<file path="config.mk">
export PLATFORM = sky130hd
export DESIGN_NAME = parc_core_muldiv_seq
export DESIGN_NICKNAME = d
export VERILOG_FILES = /design/src/rtl/parc_core_muldiv_seq.sv
export SDC_FILE = /design/constraint.sdc
export NUM_CORES = 1
export LEC_CHECK = 0
export ABC_AREA = 1
export ABC_CLOCK_PERIOD_IN_PS = 1600
export BUFFER_PORTS_ARGS = -buffer_cell sky130_fd_sc_hd__buf_2
export CAP_MARGIN = 20
export CORE_MARGIN = 5
export CORE_UTILIZATION = 45
export CTS_CLUSTER_DIAMETER = 80
export DETAILED_ROUTE_END_ITERATION = 8
export GPL_TIMING_DRIVEN = 0
export PLACE_DENSITY = 0.76
export SLEW_MARGIN = 20
export SYNTH_ARGS = -nofsm -noshare
export SYNTH_HDL_FRONTEND = slang
export SYNTH_SLANG_ARGS = --single-unit
</file>
<file path="constraint.sdc">
create_clock -name clk -period 1.6 [get_ports clk]
set_input_delay 0.16 -clock clk [delete_from_list [all_inputs] [get_ports clk]]
set_output_delay 0.16 -clock clk [all_outputs]
set_load 0.01 [all_outputs]
</file>
<file path="src/rtl/parc_core_muldiv_seq.sv">
// X-stage sequencer for the iterative mul/div unit: issues the request, stalls X
// until the response fires, discards responses of squashed instructions, counts completions.
module parc_core_muldiv_seq (
  input  logic        clk,
  input  logic        reset,
  input  logic        inst_val_Xhl,
  input  logic        is_muldiv_Xhl,
  input  logic [2:0]  muldiv_fn_Xhl,
  input  logic        squash_Xhl,
  input  logic        stall_Mhl,
  output logic        muldivreq_val,
  input  logic        muldivreq_rdy,
  output logic [2:0]  muldivreq_msg_fn_Xhl,
  input  logic        muldivresp_val,
  output logic        muldivresp_rdy,
  output logic        muldiv_mux_sel_Xhl,
  output logic        execute_mux_sel_Xhl,
  output logic        stall_muldiv_Xhl,
  output logic [15:0] muldiv_count
);

  typedef enum logic [1:0] {
    ST_IDLE  = 2'd0,
    ST_REQ   = 2'd1,
    ST_BUSY  = 2'd2,
    ST_DRAIN = 2'd3
  } state_e;

  state_e      state_q, state_d;
  logic [15:0] count_q, count_d;
  logic        go;
  logic        resp_fire;

  assign go                   = inst_val_Xhl & is_muldiv_Xhl & ~squash_Xhl;
  assign muldivreq_msg_fn_Xhl = muldiv_fn_Xhl;
  assign muldiv_mux_sel_Xhl   = (muldiv_fn_Xhl == 3'd3) | (muldiv_fn_Xhl == 3'd4);
  assign execute_mux_sel_Xhl  = is_muldiv_Xhl & inst_val_Xhl;
  assign muldiv_count         = count_q;

  always_ff @(posedge clk) begin
    if (reset) begin
      state_q <= ST_IDLE;
      count_q <= 16'd0;
    end else begin
      state_q <= state_d;
      count_q <= count_d;
    end
  end

  always_comb begin
    state_d          = state_q;
    count_d          = count_q;
    muldivreq_val    = 1'b0;
    muldivresp_rdy   = 1'b0;
    stall_muldiv_Xhl = 1'b0;
    resp_fire        = 1'b0;
    case (state_q)
      ST_IDLE: begin
        if (go) begin
          muldivreq_val    = 1'b1;
          stall_muldiv_Xhl = 1'b1;
          state_d          = muldivreq_rdy ? ST_BUSY : ST_REQ;
        end
      end
      ST_REQ: begin
        muldivreq_val    = ~squash_Xhl;
        stall_muldiv_Xhl = ~squash_Xhl;
        if (squash_Xhl)         state_d = ST_IDLE;
        else if (muldivreq_rdy) state_d = ST_BUSY;
      end
      ST_BUSY: begin
        if (squash_Xhl) begin
          // A response arriving with the squash is swallowed here; otherwise wait for it in DRAIN.
          muldivresp_rdy = muldivresp_val;
          state_d        = muldivresp_val ? ST_IDLE : ST_DRAIN;
        end else begin
          muldivresp_rdy   = ~stall_Mhl;
          resp_fire        = muldivresp_val & ~stall_Mhl;
          stall_muldiv_Xhl = ~resp_fire;
          if (resp_fire) begin
            state_d = ST_IDLE;
            count_d = count_q + 16'd1;
          end
        end
      end
      ST_DRAIN: begin
        muldivresp_rdy   = 1'b1;
        stall_muldiv_Xhl = go;
        if (muldivresp_val) state_d = ST_IDLE;
      end
      default: state_d = ST_IDLE;
    endcase
  end

endmodule

</file>
==> qor.txt <==
Post-Syn Area per Cell = 6.22 sq um
Die area = 3780 sq um
Req. time, crit path = 1440 ps
Yosys cell types = 22
Fill cell instance count of the final layout = 240
WP buf/inv = 2
Achievable frequency = 638 MHz
Final Cycle Share = 0.979
DP HPWL = 2000 um
Post-Layout Cell Count = 264
Slew @ Worst Pin = 250 ps
Worst r2r path cells = 11
Vias per inst = 4.66
Gr usage total = 0.145
Clock Latency Late Sink = 290 ps
Gpl congestion = 0.844
CP top delay family = flip-flops
DRC violations left = 0
Status = finished, final reports clean
Post-synthesis cell count = 192
Sequential share of power = 0.367
Peak supply drop = 0.000903 V
DR pass1 iterations = 4
Final core occ = 0.605
CTS max path bufs = 2
Ports = 35
R2R Path Start = state_q[0]$_SDFFE_PP0P_
Remaining antenna violation count = 0
DRT iter0 DRCs = 34
Asr flop ratio synth = 0
Int Pwr = 0.897 mW
# nets final = 254
Register cell area after layout = 368 sq um
R2r endpoint = state_q[1]$_SDFFE_PP0P_
Cell Area, Synth = 1190 sq um
Pwr per Cell Area = 955 nW/um^2
Reg2reg setup slack = 180 ps
Routed Wire Length = 2660 um
Net Switching = 0.547 mW
GR Overflow Total = 0
Vias in the first global route = 1043
Combinational share of power = 0.480
Minimum clock period = 1570 ps
Synth-to-Final Area Change = 26.6%
#FFs+latches synth = 18
Vias post-DR = 1230
Sw frac = 0.379
Post-DP Area = 1400 sq um
CTS root buffer = clkbuf_4
Largest net degree at the start of global routing = 11
Post-route cell area = 1510 sq um
Die Wd = 61.5 um
Cell count after placement = 256
Data arrival, critical path = 1410 ps
Share of cells above drive strength 1 = 0.295
Synth top area share = 0.302
Clk pwr share = 0.154
Final setup violation count = 0
Crit path max fanout = 4
Prevailing post-synth register cell = dfxtp_1
Crit path capture type = primary output
Yosys warns = 0
Hold Crit Class = input port to flop
First-pass GRT wire length = 4210 um
Final TNS setup = 0 ps
CTS tree = done
Antenna cells = 0
Number of clock sinks = 18
Placeable Area = 2500 sq um
Worst Setup Path Type = flop to primary output
Syn nets = 210
Area contributors post-synth = dfxtp_1, nand2_1, nor2_1
Max-Cap Viols = 0
CTS buffer count = 3
Worst Skew = 3.52 ps
CP cell instances = buf_4, ha_1, nand2_2, o21ai_0, buf_2
Port bufs = 34
Slowest CP cell = dfxtp_4
Hold buffer count at cts = 0
Initial antenna violation count = 0
Final hold vios = 0
Final slew viol count = 0
Die height = 61.5 um
Worst hold stages = 2
Area of the multi-input gates = 744 sq um
Largest area contributor in the netlist = dfxtp_1
Hold path endpoint = muldiv_count[6]$_SDFFE_PP0P_
Startpoint types = flop
Drt wl/cell = 10.1 um
CP max stage delay = 370 ps
Clk slew on worst S/H paths = 90 ps
RSZ-0062 raised after global routing = true
Sequential fraction of the synthesis area = 0.302
Rows = 18
Rel. slew slack = 0.833
Worst Hold Launch = reset
Post-synth EDFFs = 0
H-tree depth = 1
Cell leakage power = 0.747 nW
Starting Density = 0.477
[cells by family after synthesis]
kind of cell             count (synthesis)  share of synthesized area
flip-flops                              18                      0.302
XOR/XNOR                                 2                     0.0147
adder cells (fa/ha/maj)                  7                     0.0734
AND/OR/NAND/NOR                        118                      0.433
AO/OA/AOI/OAI                           16                     0.0692
buffers and inverters                   31                      0.108
[per-stage QoR]
| step | worst slack [ps] | total power, mW | hold slack (ps) |
|---|---|---|---|
| after detailed placement | 23.4 | 1.02 | 439 |
| after CTS | 1.35 | 1.30 | 120 |
| after global placement | 48.2 | 1.01 | 434 |
| after global routing | -112 | 1.58 | 122 |
| after floorplan | 220 | 0.886 | 229 |
| final | 33.6 | 1.44 | 121 |
[synthesized netlist by cell type (3+ instances only)]
master / number
nor2_1: 42
a21oi_1: 7
inv_1: 24
o21ai_0: 8
nor3_1: 4
inv_2: 3
dfxtp_1: 18
nor2_2: 4
nand3_1: 9
nand2_1: 50
buf_4: 3
ha_1: 7
[timing repair]
| action | 4_1_cts | 5_1_grt |
|---|---|---|
| buffers inserted | 1 | 4 |
| pin swaps | 0 | 3 |
| resized for setup | 8 | 8 |
| endpoints found under the setup margin | 1 | 1 |
[routing by layer]
| layer | routed length (um) | up-vias | track usage |
|---|---|---|---|
| met5 | 0 | - | 0 |
| met4 | 36 | 0 | 0.0455 |
| met3 | 163 | 4 | 0.0314 |
| li1 | - | 677 | - |
| met1 | 1230 | 519 | 0.186 |
| met2 | 1230 | 30 | 0.242 |
[how the worst max path moves through the flow]
stage / from / to / slack (ps) / cells past startpoint
detailed placement: state_q[0]$_SDFFE_PP0P_ / state_q[1]$_SDFFE_PP0P_ / 20 / 10
CTS: state_q[0]$_SDFFE_PP0P_ / stall_muldiv_Xhl / 1 / 9
finish: state_q[0]$_SDFFE_PP0P_ / muldivreq_val / 30 / 5
floorplan: state_q[0]$_SDFFE_PP0P_ / muldiv_count[9]$_SDFFE_PP0P_ / 220 / 9
global route: state_q[0]$_SDFFE_PP0P_ / muldivreq_val / -110 / 5
global placement: state_q[0]$_SDFFE_PP0P_ / muldiv_count[9]$_SDFFE_PP0P_ / 50 / 9
[area by class of cell]
| type | count | area share |
|---|---|---|
| Inverter | 27 | 0.0687 |
| Multi-Input combinational cell | 143 | 0.493 |
| Timing Repair Buffer | 39 | 0.137 |
| Buffer | 4 | 0.0182 |
| Tap cell | 30 | 0.0248 |
| Sequential cell | 18 | 0.243 |
| Clock buffer | 3 | 0.0149 |
[flip-flops by register name, indices dropped and copies added, names as in the netlist]
register,flops
state_q,2
muldiv_count,16
[power groups by stage]
stage	logic, mW	clock network, mW	registers (mW)
floorplan	0.372	0	0.514
finish	0.692	0.222	0.530
detailed placement	0.501	0	0.519
CTS	0.556	0.228	0.520
global placement	0.493	0	0.520
global route	0.794	0.253	0.535
[cells in the final DEF, fill, tap and decap left out, types with 4 or more instances in the layout]
| cell type | n |
|---|---|
| nand2_1 | 48 |
| nor2_1 | 42 |
| buf_2 | 35 |
| inv_1 | 21 |
| dfxtp_1 | 16 |
| nand3_1 | 8 |
| buf_4 | 8 |
| o21ai_0 | 7 |
| a21oi_1 | 7 |
| inv_2 | 5 |
| ha_1 | 5 |
| nor3_1 | 4 |
(Power assumes the default switching activity.)
